===== src/rtl/instr_encoder_pkg.sv =====
// Shared op codes, opcode and funct values, and the instruction-word encoder.
// The control decoder imports the same package, so both sides agree on every field value.
package instr_encoder_pkg;

    typedef enum logic [2:0] {
        OP_ADD     = 3'd0,
        OP_SUB     = 3'd1,
        OP_AND     = 3'd2,
        OP_OR      = 3'd3,
        OP_MUL     = 3'd4,
        OP_LOAD    = 3'd5,
        OP_STORE   = 3'd6,
        OP_ILLEGAL = 3'd7
    } op_e;

    localparam logic [5:0] OPC_RTYPE = 6'd4;
    localparam logic [5:0] OPC_LOAD  = 6'd5;
    localparam logic [5:0] OPC_STORE = 6'd6;

    localparam logic [5:0] FUNCT_ADD = 6'd32;
    localparam logic [5:0] FUNCT_SUB = 6'd34;
    localparam logic [5:0] FUNCT_AND = 6'd36;
    localparam logic [5:0] FUNCT_OR  = 6'd37;
    localparam logic [5:0] FUNCT_MUL = 6'd50;

    function automatic logic is_legal(op_e op);
        return op != OP_ILLEGAL;
    endfunction

    function automatic logic [5:0] funct_of(op_e op);
        logic [5:0] f;
        f = 6'd0;
        case (op)
            OP_ADD:  f = FUNCT_ADD;
            OP_SUB:  f = FUNCT_SUB;
            OP_AND:  f = FUNCT_AND;
            OP_OR:   f = FUNCT_OR;
            OP_MUL:  f = FUNCT_MUL;
            default: f = 6'd0;
        endcase
        return f;
    endfunction

    // R-format carries the fixed shamt tag; LOAD/STORE ignore rd.
    function automatic logic [31:0] encode_instr(
        op_e         op,
        logic [4:0]  rs,
        logic [4:0]  rt,
        logic [4:0]  rd,
        logic [15:0] imm,
        logic [4:0]  shamt
    );
        logic [31:0] w;
        w = 32'd0;
        case (op)
            OP_ADD, OP_SUB, OP_AND, OP_OR, OP_MUL:
                w = {OPC_RTYPE, rs, rt, rd, shamt, funct_of(op)};
            OP_LOAD:  w = {OPC_LOAD, rs, rt, imm};
            OP_STORE: w = {OPC_STORE, rs, rt, imm};
            default:  w = 32'd0;
        endcase
        return w;
    endfunction

endpackage


===== src/rtl/instr_encoder_fifo2.sv =====
// Two-entry FIFO holding {word address, encoded instruction} pairs.
// Flush empties it synchronously and wins over push and pop.
module instr_fifo2 #(
    parameter int W = 40
) (
    input  logic         clk,
    input  logic         rst_n,
    input  logic         flush,
    input  logic         push,
    input  logic [W-1:0] push_data,
    input  logic         pop,
    output logic         valid,
    output logic [W-1:0] head,
    output logic [1:0]   count
);

    logic [W-1:0] mem [2];
    logic         wr_ptr;
    logic         rd_ptr;
    logic         do_push;
    logic         do_pop;

    assign do_push = push && (count != 2'd2);
    assign do_pop  = pop && (count != 2'd0);

    always_ff @(posedge clk or negedge rst_n) begin
        if (!rst_n) begin
            mem[0] <= '0;
            mem[1] <= '0;
            wr_ptr <= 1'b0;
            rd_ptr <= 1'b0;
            count  <= 2'd0;
        end else if (flush) begin
            wr_ptr <= 1'b0;
            rd_ptr <= 1'b0;
            count  <= 2'd0;
        end else begin
            if (do_push) begin
                mem[wr_ptr] <= push_data;
                wr_ptr      <= ~wr_ptr;
            end
            if (do_pop) begin
                rd_ptr <= ~rd_ptr;
            end
            // Simultaneous push and pop leaves the occupancy unchanged.
            case ({do_push, do_pop})
                2'b10:   count <= count + 2'd1;
                2'b01:   count <= count - 2'd1;
                default: count <= count;
            endcase
        end
    end

    assign valid = (count != 2'd0);
    assign head  = mem[rd_ptr];

endmodule


===== src/rtl/instr_encoder.sv =====
// Encodes ALU/memory requests into 32-bit instruction words, pairs each with its
// word address and hands them to the instruction-memory writer through a 2-entry FIFO.
module instr_encoder
    import instr_encoder_pkg::*;
#(
    parameter int ADDR_W    = 8,
    parameter int SHAMT_TAG = 10
) (
    input  logic              clk,
    input  logic              rst_n,
    input  logic              req_valid,
    output logic              req_ready,
    input  logic [2:0]        req_op,
    input  logic [4:0]        req_rs,
    input  logic [4:0]        req_rt,
    input  logic [4:0]        req_rd,
    input  logic [15:0]       req_imm,
    output logic              out_valid,
    input  logic              out_ready,
    output logic [31:0]       out_instr,
    output logic [ADDR_W-1:0] out_addr,
    output logic              err_illegal,
    input  logic              clr_err,
    input  logic              flush
);

    localparam int ENTRY_W = ADDR_W + 32;

    // Handshakes: a transfer happens on the rising clk edge where valid and ready are
    // both 1; valid never waits on ready, and req_ready never depends on out_ready.

    op_e                op;
    logic               ready_en;
    logic [1:0]         occ;
    logic               fifo_valid;
    logic [ENTRY_W-1:0] fifo_head;
    logic [ENTRY_W-1:0] push_entry;
    logic               accept;
    logic               push;
    logic               pop;
    logic               illegal_acc;
    logic [ADDR_W-1:0]  addr_cnt;
    logic [ADDR_W-1:0]  push_addr;
    logic [31:0]        enc_word;

    assign op = op_e'(req_op);

    // Holds req_ready low through reset and releases it on the first edge afterwards.
    always_ff @(posedge clk or negedge rst_n) begin
        if (!rst_n) begin
            ready_en <= 1'b0;
        end else begin
            ready_en <= 1'b1;
        end
    end

    assign req_ready   = ready_en && (occ != 2'd2) && !flush;
    assign accept      = req_valid && req_ready;
    assign push        = accept && is_legal(op);
    assign illegal_acc = accept && !is_legal(op);
    assign pop         = fifo_valid && out_ready;

    assign enc_word = encode_instr(op, req_rs, req_rt, req_rd, req_imm, 5'(SHAMT_TAG));

    // addr_cnt is the address of the head word; a new word lands behind the occupants.
    assign push_addr  = addr_cnt + ADDR_W'(occ);
    assign push_entry = {push_addr, enc_word};

    always_ff @(posedge clk or negedge rst_n) begin
        if (!rst_n) begin
            addr_cnt <= '0;
        end else if (flush) begin
            addr_cnt <= '0;
        end else if (pop) begin
            addr_cnt <= addr_cnt + 1'b1;
        end
    end

    // Setting the sticky flag outranks a clear on the same edge.
    always_ff @(posedge clk or negedge rst_n) begin
        if (!rst_n) begin
            err_illegal <= 1'b0;
        end else if (illegal_acc) begin
            err_illegal <= 1'b1;
        end else if (clr_err) begin
            err_illegal <= 1'b0;
        end
    end

    instr_fifo2 #(
        .W(ENTRY_W)
    ) u_fifo (
        .clk      (clk),
        .rst_n    (rst_n),
        .flush    (flush),
        .push     (push),
        .push_data(push_entry),
        .pop      (pop),
        .valid    (fifo_valid),
        .head     (fifo_head),
        .count    (occ)
    );

    assign out_valid = fifo_valid;
    assign out_instr = fifo_head[31:0];
    assign out_addr  = fifo_head[ENTRY_W-1:32];

endmodule


===== config.mk =====
export PLATFORM = sky130hd
export DESIGN_NAME = instr_encoder
export DESIGN_NICKNAME = d
export VERILOG_FILES = /design/src/rtl/instr_encoder_pkg.sv /design/src/rtl/instr_encoder_fifo2.sv /design/src/rtl/instr_encoder.sv
export SDC_FILE = /design/constraint.sdc
export NUM_CORES = 1
export LEC_CHECK = 0
export CORE_ASPECT_RATIO = 0.8
export CORE_MARGIN = 2
export CORE_UTILIZATION = 53
export CTS_BUF_LIST = sky130_fd_sc_hd__clkbuf_16
export DETAILED_ROUTE_END_ITERATION = 8
export GPL_ROUTABILITY_DRIVEN = 0
export HOLD_SLACK_MARGIN = 0.08
export PLACE_DENSITY = 0.8
export SYNTH_ARGS = -nofsm -noshare
export SYNTH_HDL_FRONTEND = slang
export SYNTH_HIERARCHICAL = 1
export SYNTH_SLANG_ARGS = --single-unit

===== constraint.sdc =====
create_clock -name clk -period 2.8 [get_ports clk]
set_input_delay 0.56 -clock clk [delete_from_list [all_inputs] [get_ports clk]]
set_output_delay 0.56 -clock clk [all_outputs]
set_load 0.01 [all_outputs]

# --- Word level (Yosys, flattened, before mapping) ---
# Index checks and enable logic that the tools add are counted.
word_totals:
  in_bits: 40
  register_bits: 94
  elab_cells: 68
op_classes:
  eq_ne: 10
  bitwise: 5
  add_sub_neg: 4
  order_cmp: 3
  n_reduce_logical: 20
  mux: 18
ops:
  columns: ["cell", "count"]
  rows:
  - ["two-way mux 40 bit", 4]
  - ["one-hot mux 29 bit (3 select lines)", 1]
  - ["bitwise mux 80 bit", 1]
  - ["demux 40 bit (select 1 bit)", 1]
  - ["one-hot mux 6 bit (5 select lines)", 1]
  - ["two-way mux 8 bit", 2]
  - ["nonzero test 2 bit", 5]
  - ["== test 3 bit, second input constant", 3]
  - ["logical AND 1 bit", 9]
  - ["adder 8 x 1 -> 8 bit, second input constant", 1]
  - ["adder 8 x 2 -> 8 bit", 1]
  - ["== test 3 x 2 -> 1 bit, second input constant", 2]
  - ["two-way mux 1 bit", 6]
  - ["OR reduction 5 bit", 1]
  - [">= comparator 2 bit, second input constant", 2]
  - ["inverter 1 -> 2 bit", 2]
  - ["one-hot mux 2 bit (2 select lines)", 1]
  - ["== test 3 x 1 -> 1 bit, second input constant", 1]
  - ["logical NOT 3 bit", 1]
  - ["inequality test 3 bit, second input constant", 1]
  - ["inverter 1 bit", 3]
  - ["nonzero test 3 bit", 1]
  - ["adder 2 x 1 -> 2 bit, second input constant", 1]
  - ["== test 2 x 1 -> 1 bit, second input constant", 1]
  - ["other kinds (7)", 8]

# --- Logic depth before layout (Yosys ltp) ---
# Gate-level depths: netlist of run 1.
depth:
  ltp_word: 9
  depth_mapped: 7

# --- By module ---
# Netlist of run 1, hierarchy kept.
by_module_without_submodules:
  columns: ["module", "area_per_inst_um2", "cells_each", "instances"]
  rows:
  - ["instr_fifo2", 3684.8, 238, 1]
  - ["instr_encoder", 1068.5, 144, 1]

# --- Worst setup path after synthesis of run 1 ---
# No wires, ideal clock.
synth_path:
  kind: "flip-flop to flip-flop"
  startpoint: "reg u_fifo.count[1]"
  endpoint: "reg u_fifo/mem[53] in the netlist's numbering"
  t_arrival_ns: 2.167
  path_slack_ns: 0.508
  t_required_ns: 2.675
  setup_ns: 0.125
  path_stages_with_launch: 8
  path_cell_list: "dfrtp_1 > nor2b_1 > nand4bb_1 > nor2b_1 > inv_1 > nor4_4 > buf_6 > mux2_2"
synth_via:
  elab_chain_len: 7
synth_lines:
  columns: ["item", "line_no", "text"]
  rows:
  - ["from (decl)", "instr_encoder_fifo2.sv:14", "output logic [1:0] count"]
  - ["from (signal assigned)", "instr_encoder_fifo2.sv:47", "2'b10: count <= count + 2'd1;"]
  - ["from (signal assigned)", "instr_encoder_fifo2.sv:48", "2'b01: count <= count - 2'd1;"]
  - ["from (signal assigned)", "instr_encoder_fifo2.sv:49", "default: count <= count;"]
  - ["inequality test 2 bit", "instr_encoder.sv:57", "assign req_ready = ready_en && (occ != 2'd2) && !flush;"]
  - ["logical AND 1 bit (2 in a row)", "instr_encoder.sv:57", null]
  - ["logical AND 1 bit", "instr_encoder.sv:58", "assign accept = req_valid && req_ready;"]
  - ["logical AND 1 bit", "instr_encoder.sv:59", "assign push = accept && is_legal(op);"]
  - ["via push", "instr_encoder.sv:39", "logic push;"]
  - ["logical AND 1 bit", "instr_encoder_fifo2.sv:23", "assign do_push = push && (count != 2'd2);"]
  - ["AND reduction 2 bit (no line)", null, null]
  - ["to (signal, indexed assignment)", "instr_encoder_fifo2.sv:39", "mem[wr_ptr] <= push_data;"]
  - ["to (decl)", "instr_encoder_fifo2.sv:17", "logic [W-1:0] mem [2];"]
# The timed path passes the listed nets, and every way through them passes these cells.
# A chain may end at the register's enable or synchronous reset.

# --- Final worst setup path of run 1 ---
layout_path:
  startpoint: "reg u_fifo.rd_ptr"
  endpoint: "out out_instr[2]"
layout_via:
  elab_chain_len: 4
layout_lines:
  columns: ["item", "line_no", "text"]
  rows:
  - ["from (decl)", "instr_encoder_fifo2.sv:19", "logic rd_ptr;"]
  - ["from (signal assigned)", "instr_encoder_fifo2.sv:43", "rd_ptr <= ~rd_ptr;"]
  - ["inverter 1 -> 2 bit (implied by the code)", "instr_encoder_fifo2.sv:55", "assign head = mem[rd_ptr];"]
  - ["two-way mux 40 bit (implied by the code) (3 in a row)", "instr_encoder_fifo2.sv:55", null]
  - ["to (decl)", "instr_encoder.sv:20", "output logic [31:0] out_instr,"]
# No other way between the ends. The select of a mux whose other input is x is not followed.

==> results of run 1 <==
[logic make-up after synthesis]
family          count (synthesis)
flops                          94
compound gates                 38
mux                           122
xor+xnor                        9
fa+ha+maj                       8
simple gates                   76
other cells                     2
buf+inv                        33
[report_power, final]
part           total, uW  internal (uW)  switching [uW]  leakage, uW
sequential          1610           1520            89.3      0.00125
combinational        798            496             302      0.00132
clock               1270            777             491     0.000151
total               3680           2800             883      0.00272
[layout by cell type (no fill, tap or decap), types with 3 or more instances in the layout]
master           count
a21oi_1             13
a31oi_1              5
and2_1              14
buf_4               13
clkbuf_16            9
clkdlybuf4s50_1     81
clkinv_1             3
conb_1               7
dfrtp_1             93
ha_1                 3
inv_1               10
maj3_1               4
mux2_1               3
mux2_2             117
nand2_1             19
nand2b_1             4
nand3_1              5
nand4_1              3
nor2_1               7
nor2b_1              8
o21ai_0              7
o221ai_1             5
or3_1                3
xnor2_1              4
xor2_1               5
[area by class of cell]
class	count	area [sq um]
clock buffer	9	225
clock inverter	6	85.1
fill	610	2550
inverter	11	41.3
multi-input combinational	260	2250
sequential	94	2350
tap	112	140
timing repair buffer	96	948
[critical path, delay by kind of cell, from the launching register on]
kind | cells | cell delay (ns)
buffers and inverters | 2 | 0.78
flip-flops | 1 | 0.56
multiplexers | 1 | 0.36
[per-stage QoR]
stage | util | total power [uW] | setup WS [ns] | std cells
3_3_place_gp | 0.667 | 2400 | 0.174 | 573
5_1_grt | 0.703 | 3870 | 0.119 | 588
2_1_floorplan | - | 2010 | 0.508 | 387
3_5_place_dp | 0.667 | 2430 | 0.140 | 573
6_report | 0.703 | 3680 | 0.215 | 588
4_1_cts | 0.703 | 3720 | 0.185 | 588
[Yosys cell counts (2+ instances only)]
| cell type | instances | area share |
|---|---|---|
| nand3_1 | 5 | 0.0053 |
| buf_2 | 8 | 0.0084 |
| ha_1 | 3 | 0.0079 |
| buf_4 | 2 | 0.0032 |
| maj3_1 | 4 | 0.0084 |
| xor2_1 | 5 | 0.0092 |
| or3_1 | 3 | 0.0039 |
| mux2i_1 | 2 | 0.0042 |
| o31ai_1 | 2 | 0.0032 |
| clkbuf_1 | 6 | 0.0047 |
| buf_1 | 2 | 0.0016 |
| mux2_2 | 117 | 0.28 |
| a21oi_1 | 13 | 0.014 |
| and2_1 | 14 | 0.018 |
| nand2b_1 | 4 | 0.0053 |
| conb_1 | 2 | 0.0016 |
| buf_6 | 4 | 0.0095 |
| inv_1 | 10 | 0.0079 |
| nand3b_1 | 2 | 0.0032 |
| nand2_1 | 19 | 0.015 |
| a31oi_1 | 5 | 0.0066 |
| o221ai_1 | 5 | 0.0092 |
| or4_1 | 2 | 0.0032 |
| nor2_1 | 7 | 0.0055 |
| xnor2_1 | 4 | 0.0074 |
| nor2b_1 | 8 | 0.011 |
| nor3b_1 | 2 | 0.0032 |
| or2_2 | 2 | 0.0026 |
| nand4_1 | 3 | 0.0039 |
| o21ai_0 | 7 | 0.0074 |
| mux2_1 | 3 | 0.0071 |
| a21o_1 | 2 | 0.0032 |
| dfrtp_1 | 94 | 0.49 |
[worst max-delay path by stage]
stage	end	cells past startpoint
floorplan	u_fifo/mem[53]	7
global placement	u_fifo/mem[78]	7
global route	out_instr[2]	3
detailed placement	u_fifo/mem[46]	7
finish	out_instr[2]	3
CTS	out_instr[2]	3
[layer usage]
metal / track usage / routed length (um)
met2: 0.356 / 4640
met3: 0.0641 / 440
met4: 0.0345 / 29
met1: 0.314 / 4960
met5: 0 / 0
[registers in the layout, summed over array words and instances (netlist names)]
name           flops
u_fifo/mem        80
addr_cnt           8
u_fifo/count       2
err_illegal        1
ready_en           1
u_fifo/rd_ptr      1
u_fifo/wr_ptr      1
==> impl_metrics.py, run 1 <==
metrics = {
    "status": {
        "run_status": "complete, no violations",
    },
    "timing": {
        "fin_setup_tns_ns": 0,
        "relSlewSlack": 0.640,
        "hold_viol_final": 0,
        "setup_viol": 0,
        "period_minus_slack_ns": 2.59,
        "rsz0062_at_grt": "false",
        "drv_slew": 0,
        "fin_crit_sh": 0.923,
        "worstMarginPinSlew_ns": 0.540,
        "finalClockSkew_ns": 0.00756,
        "hold_ws_ns": 0.210,
        "timing.fmax_mhz": 387,
    },
    "synth": {
        "synth_ff_type": "dfrtp_1",
        "yosys.area_share.simple": 0.0921,
        "ys_types": 44,
        "seq_area_frac_synth": 0.495,
        "synth_fa_ha_area_frac": 0.0205,
        "synth-xor-area-share": 0.0166,
        "synth_area_sq_um": 4750,
        "syn_area_per_cell_sq_um": 12.4,
        "synth_seq_cells": 94,
        "syn_inst": 382,
        "synth_edf_count": 0,
        "synth_top_family_by_area": "multiplexers",
        "async_reset_ff_frac": 1.00,
        "yosysWarningCount": 6,
        "synth_compound_area_frac": 0.0497,
        "synthMuxAreaShare": 0.288,
    },
    "setup_path": {
        "criticalPathCategory": "reg -> out",
        "path_cells": "buf_12, mux2_2, clkdlybuf4s50_1",
        "reg2reg_setup_slack_ns": 0.45,
        "cp-end-kind": "primary output",
        "worstPathRequired_ns": 2.24,
        "crit_fanout": 31,
        "arrival_ns": 2.03,
        "cpPeakStageDelay_ns": 0.56,
        "crit_start": "u_fifo/rd_ptr",
        "slowest_stage": "dfrtp_2",
        "reg2reg_to": "u_fifo/mem[71]",
        "start_kind": "flip-flop",
        "worstReg2RegStart": "u_fifo/count[1]",
        "reg2reg_depth": 7,
    },
    "grt": {
        "grt_max_degree": 54,
        "grt_pass1_wl_um": 16600,
        "grt_overflow_total": 0,
        "grt_usage": 0.224,
        "antenna_found_initial": 0,
        "first_global_vias": 3330,
    },
    "layout": {
        "antenna_cells": 0,
        "area_delta_synth_final_pct": 27.1,
        "layout-drive-gt1-share": 0.317,
        "nNetsFinal": 516,
        "fin_area_sq_um": 6040,
    },
    "detailed_routing": {
        "route.detailed.drc": 0,
        "num_vias": 3220,
        "wl_per_cell_um": 17.1,
        "firstDrtPassIters": 4,
        "drt-initial-drc-count": 141,
        "vias_per_cell": 5.48,
        "antenna_left": 0,
        "totalWireLength_um": 10100,
    },
    "die": {
        "start_util": 0.553,
        "row_count": 30,
        "coreArea_sq_um": 8600,
        "fp.dieH_um": 88.7,
        "io_pins": 83,
        "fp.dieW_um": 110,
        "fp.dieArea_sq_um": 9750,
    },
    "clock_network": {
        "cts.reportedPaths.clkPinSlew_ns": 0.06,
        "numCtsBuffers": 9,
        "cts_root_buffer": "clkbuf_16",
        "post_cts.repair.setup_buffers": 0,
        "ctsResizeCount": 0,
        "cts_tree": "yes",
        "h-tree-depth": 3,
        "cts_max_path_buffers": 2,
        "ctsHoldBuffers": 0,
        "clock_sinks": 94,
        "clkLatencyLatePin_ns": 0.33,
    },
    "power": {
        "p_leak_uw": 0.00272,
        "power.density_nw_per_um2": 609,
        "ir_drop_uv": 403,
    },
    "place": {
        "placed_cell_area_sq_um": 5730,
        "hpwl_um": 7040,
        "place.port_buffers": 82,
    },
    "job": {
        "drv_cap": 0,
    },
    "worst_hold_path": {
        "min_path_type": "in -> async",
    },
}
(Power assumes the default switching activity.)
==> run 2, diff against run 1 <==
- CORE_UTILIZATION: 53 -> 48
- PLACE_DENSITY: 0.8 -> 0.77
- SLEW_MARGIN: default -> 5
- clock period: 2.8 -> 2.3 ns (I/O delays scaled with it)
==> impl_metrics.py, run 2 (same netlist as run 1, synthesis figures left out) <==
metrics = {
    "timing": {
        "worstMarginPinSlew_ns": 0.662,
        "setup_slack_ns": 0.0452,
        "setup_viol": 0,
        "relSlewSlack": 0.559,
        "hold_viol_final": 0,
        "fin_setup_tns_ns": 0,
        "period_minus_slack_ns": 2.25,
        "fin_crit_sh": 0.980,
        "finalClockSkew_ns": 0.00673,
        "drv_slew": 0,
        "rsz0062_at_grt": "false",
        "timing.fmax_mhz": 444,
    },
    "detailed_routing": {
        "antenna_left": 0,
        "num_vias": 3264,
        "route.detailed.drc": 0,
        "firstDrtPassIters": 4,
        "drt-initial-drc-count": 98,
        "totalWireLength_um": 10200,
        "wl_per_cell_um": 16.5,
        "vias_per_cell": 5.28,
    },
    "power": {
        "p_leak_uw": 0.00285,
        "power.density_nw_per_um2": 697,
        "ir_drop_uv": 407,
    },
    "grt": {
        "grt_max_degree": 51,
        "grt_pass1_wl_um": 17000,
        "grt_overflow_total": 0,
        "grt_usage": 0.204,
        "antenna_found_initial": 0,
        "first_global_vias": 3485,
    },
    "layout": {
        "final_util": 0.633,
        "reg_top3": "u_fifo/mem x80, addr_cnt x8, u_fifo/count x2",
        "nNetsFinal": 521,
        "largest_reg_flops": 80,
        "top_register": "u_fifo/mem",
        "area_delta_synth_final_pct": 28.6,
        "n_fill_cell": 753,
        "layout-drive-gt1-share": 0.324,
        "final_cell_mix": "117 x mux2_2, 93 x dfrtp_1, 73 x clkdlybuf4s50_1",
        "final_common_cell": "mux2_2",
        "antenna_cells": 0,
    },
    "setup_path": {
        "arrival_ns": 1.79,
        "reg2reg_to": "u_fifo/mem[49]",
        "path_cells": "buf_6, mux2_2, clkdlybuf4s50_1",
        "crit_start": "u_fifo/rd_ptr",
        "worstPathRequired_ns": 1.84,
        "critical-path-top-delay-family": "buffers and inverters",
        "slowest_stage": "clkdlybuf4s50_1",
        "criticalPathCategory": "reg -> out",
        "reg2reg_depth": 7,
        "worstReg2RegStart": "u_fifo/count[1]",
        "reg2reg_setup_slack_ns": 0.13,
        "cp-end-kind": "primary output",
        "crit_buf_inv": 2,
        "start_kind": "flip-flop",
        "crit_fanout": 13,
        "crit_end": "out_instr[28]",
        "cpPeakStageDelay_ns": 0.49,
        "crit_cells": 3,
    },
    "worst_hold_path": {
        "min_path_type": "in -> async",
    },
    "clock_network": {
        "clkLatencyLatePin_ns": 0.33,
        "post_cts.repair.setup_buffers": 0,
        "numCtsBuffers": 9,
        "ctsHoldBuffers": 0,
        "clock_sinks": 94,
        "cts_root_buffer": "clkbuf_16",
        "cts_tree": "yes",
        "cts_max_path_buffers": 2,
        "h-tree-depth": 3,
        "cts.reportedPaths.clkPinSlew_ns": 0.06,
    },
    "place": {
        "place.port_buffers": 82,
        "dp_slack_ns": -0.214,
        "hpwl_um": 6910,
    },
    "die": {
        "io_pins": 83,
        "fp.dieH_um": 93.0,
        "coreArea_sq_um": 9650,
        "row_count": 32,
        "start_util": 0.493,
        "fp.dieW_um": 115,
        "fp.dieArea_sq_um": 10700,
    },
    "job": {
        "drv_cap": 0,
    },
    "status": {
        "run_status": "complete, no violations",
    },
}
## run 2: layout make-up
| type | instances | area (sq um) | share of cell area |
|---|---|---|---|
| multi-input combinational | 260 | 2250 | 0.368 |
| clock inverter | 7 | 42.5 | 0.00696 |
| clock buffer | 9 | 225 | 0.0368 |
| inverter | 11 | 41.3 | 0.00676 |
| tap | 136 | 170 | 0.0278 |
| sequential | 94 | 2350 | 0.385 |
| timing repair buffer | 101 | 1030 | 0.169 |
## run 2: layer usage
layer,global-route usage,vias up,share of wire
li1,-,1540,-
met1,0.269,1632,0.45
met2,0.325,75,0.47
met3,0.0557,17,0.058
met4,0.0703,0,0.018
met5,0,-,0
## run 2: report_power, final
part	switching, uW	internal (uW)	total [uW]
Clock	604	724	1330
Sequential	96.5	1850	1950
Combinational	374	604	978
## run 2: through the flow
stage	cells	cell area [sq um]	hold WS (ns)	total power [uW]
after floorplan	387	4770	0.164	2440
after global placement	602	5820	0.463	2930
after global routing	618	6110	0.200	4470
final	618	6110	0.154	4260
after detailed placement	602	5820	0.479	2970
after CTS	618	6090	0.175	4320
## run 2: worst min path at each step
stage / start / to / slack (ns) / cells past startpoint
after global placement: u_fifo/mem[60] / u_fifo/mem[60] / 0.46 / 1
after CTS: rst_n / u_fifo/mem[30] / 0.17 / 1
after floorplan: rst_n / addr_cnt[0] / 0.16 / 0
final: rst_n / u_fifo/mem[69] / 0.15 / 1
after global routing: rst_n / u_fifo/mem[69] / 0.20 / 1
after detailed placement: u_fifo/mem[59] / u_fifo/mem[59] / 0.48 / 1
## run 2: timing repair
| item | 4_1_cts | 5_1_grt |
|---|---|---|
| cloned | 0 | 0 |
| endpoints found under the setup margin | 4 | 7 |
| resized for setup | 2 | 7 |
==> run 3, diff against run 2 <==
- CORE_MARGIN: 2 -> default
==> impl_metrics.py, run 3 (same netlist as run 1, synthesis figures left out) <==
metrics = {
    "status": {
        "run_status": "complete, no violations",
    },
    "power": {
        "clkPwrFrac": 0.312,
        "p_leak_uw": 0.00282,
        "power_frac_comb": 0.217,
        "ir_drop_uv": 438,
        "p_sw_frac": 0.251,
        "p_int_uw": 3100,
        "p_seq_frac": 0.471,
        "power.density_nw_per_um2": 680,
        "total_switching_power_uw": 1040,
    },
    "layout": {
        "area_delta_synth_final_pct": 28.0,
        "top_register": "u_fifo/mem",
        "reg_top3": "u_fifo/mem x80, addr_cnt x8, u_fifo/count x2",
        "nNetsFinal": 523,
        "largest_reg_flops": 80,
        "antenna_cells": 0,
        "fin_area_sq_um": 6090,
        "final_common_cell": "mux2_2",
        "n_fill_cell": 798,
        "final_cell_mix": "117 x mux2_2, 93 x dfrtp_1, 58 x clkdlybuf4s50_1",
        "layout-drive-gt1-share": 0.323,
    },
    "clock_network": {
        "ctsHoldBuffers": 0,
        "cts.reportedPaths.clkPinSlew_ns": 0.06,
        "cts_max_path_buffers": 2,
        "clock_sinks": 94,
        "cts_tree": "yes",
        "clkLatencyLatePin_ns": 0.34,
        "cts_root_buffer": "clkbuf_16",
        "h-tree-depth": 3,
        "numCtsBuffers": 9,
    },
    "timing": {
        "setup_viol": 0,
        "rsz0062_at_grt": "false",
        "setup_slack_ns": 0.0593,
        "fin_crit_sh": 0.974,
        "timing.fmax_mhz": 446,
        "period_minus_slack_ns": 2.24,
        "drv_slew": 0,
        "hold_viol_final": 0,
        "relSlewSlack": 0.567,
        "worstMarginPinSlew_ns": 0.650,
        "hold_ws_ns": 0.149,
        "finalClockSkew_ns": 0.00331,
    },
    "setup_path": {
        "crit_buf_inv": 2,
        "cpPeakStageDelay_ns": 0.48,
        "arrival_ns": 1.78,
        "worstPathRequired_ns": 1.84,
        "slowest_stage": "clkdlybuf4s50_1",
        "cp-end-kind": "primary output",
        "crit_fanout": 16,
        "criticalPathCategory": "reg -> out",
        "critical-path-top-delay-family": "buffers and inverters",
        "path_cells": "buf_12, mux2_2, clkdlybuf4s50_1",
        "start_kind": "flip-flop",
    },
    "die": {
        "io_pins": 83,
        "coreArea_sq_um": 9650,
        "row_count": 32,
        "start_util": 0.493,
        "fp.dieH_um": 91.0,
        "fp.dieArea_sq_um": 10300,
        "fp.dieW_um": 113,
    },
    "place": {
        "place.port_buffers": 82,
        "hpwl_um": 6800,
        "placed_cell_area_sq_um": 5840,
        "dp_slack_ns": -0.231,
    },
    "grt": {
        "grt_overflow_total": 0,
        "grt_max_degree": 51,
        "grt_pass1_wl_um": 16400,
        "grt_usage": 0.207,
        "antenna_found_initial": 0,
        "first_global_vias": 3312,
    },
    "detailed_routing": {
        "route.detailed.drc": 0,
        "totalWireLength_um": 9770,
        "antenna_left": 0,
        "firstDrtPassIters": 4,
        "num_vias": 3244,
        "wl_per_cell_um": 15.8,
        "vias_per_cell": 5.24,
        "drt-initial-drc-count": 153,
    },
    "job": {
        "drv_cap": 0,
    },
    "worst_hold_path": {
        "min_path_type": "in -> async",
    },
}
## run 3: changes by cell type in the layout (fill, tap and decap cells not counted), sizes merged
| cell | previous run | this run |
|---|---|---|
| buf | 20 | 22 |
| clkdlybuf4s50 | 73 | 58 |
| clkinv | 2 | 3 |
| clkinvlp | 3 | 0 |
| dlygate4sd2 | 1 | 23 |
| dlymetal6s2s | 7 | 0 |
| inv | 13 | 14 |
## run 3: repair_timing
item / in CTS / in global routing
resized for setup: 23 / 0
pin swaps: 0 / 0
setup endpoints to repair: 33 / 16
endpoints found under the hold margin: 0 / 0
gates cloned: 0 / 0
buffers inserted: 1 / 2
## run 3: path summary, 6_finish.rpt
path | startpoint | endpoint | slack (ns) | cells past startpoint
setup / recovery | u_fifo/rd_ptr | out_instr[30] | 0.06 | 3
hold / removal | rst_n | u_fifo/mem[36] | 0.15 | 1
setup reg to reg | u_fifo/count[1] | u_fifo/mem[69] | 0.17 | 7
hold reg to reg | u_fifo/mem[60] | u_fifo/mem[60] | 0.48 | 1
max in group asynchronous | rst_n | u_fifo/rd_ptr | 1.55 | 2
min in group clk | u_fifo/mem[60] | u_fifo/mem[60] | 0.48 | 1
## run 3: worst register-to-register path, delay by kind of cell (launching register included)
family	cells	cell delay [ns]
buffers and inverters	2	0.39
and+or+nand+nor	4	0.90
DFF	1	0.37
muxes	1	0.37
## run 3: final cells by class
type	count	area (sq um)	share of cell area
Sequential cell	94	2350	0.387
Multi-Input combinational cell	260	2250	0.369
Timing Repair Buffer	103	1020	0.168
Clock buffer	9	225	0.0370
Tap cell	136	170	0.0280
Inverter	11	41.3	0.00678
Clock inverter	6	25.0	0.00411
## run 3: per-stage QoR
step | util | total power (uW) | cells | setup TNS, ns
3_3_place_gp | 0.605 | 2930 | 601 | -8.03
3_5_place_dp | 0.605 | 2960 | 601 | -11.11
5_1_grt | 0.631 | 4350 | 619 | 0
6_report | 0.631 | 4140 | 619 | 0
4_1_cts | 0.629 | 4190 | 617 | 0
2_1_floorplan | - | 2440 | 387 | 0
## run 3: power groups by stage
| stage | sequential [uW] | clock [uW] | combinational [uW] |
|---|---|---|---|
| floorplan | 1950 | 0 | 496 |
| global placement | 1970 | 0 | 969 |
| detailed placement | 1980 | 0 | 983 |
| CTS | 1950 | 1320 | 913 |
| global route | 1980 | 1390 | 979 |
| finish | 1950 | 1290 | 898 |
## run 3: layer usage
| layer | track usage | share of wire | up-vias |
|---|---|---|---|
| met1 | 0.265 | 0.45 | 1611 |
| met2 | 0.343 | 0.49 | 81 |
| met5 | 0 | 0 | - |
| li1 | - | - | 1543 |
| met4 | 0.0691 | 0.012 | 0 |
| met3 | 0.0521 | 0.047 | 9 |
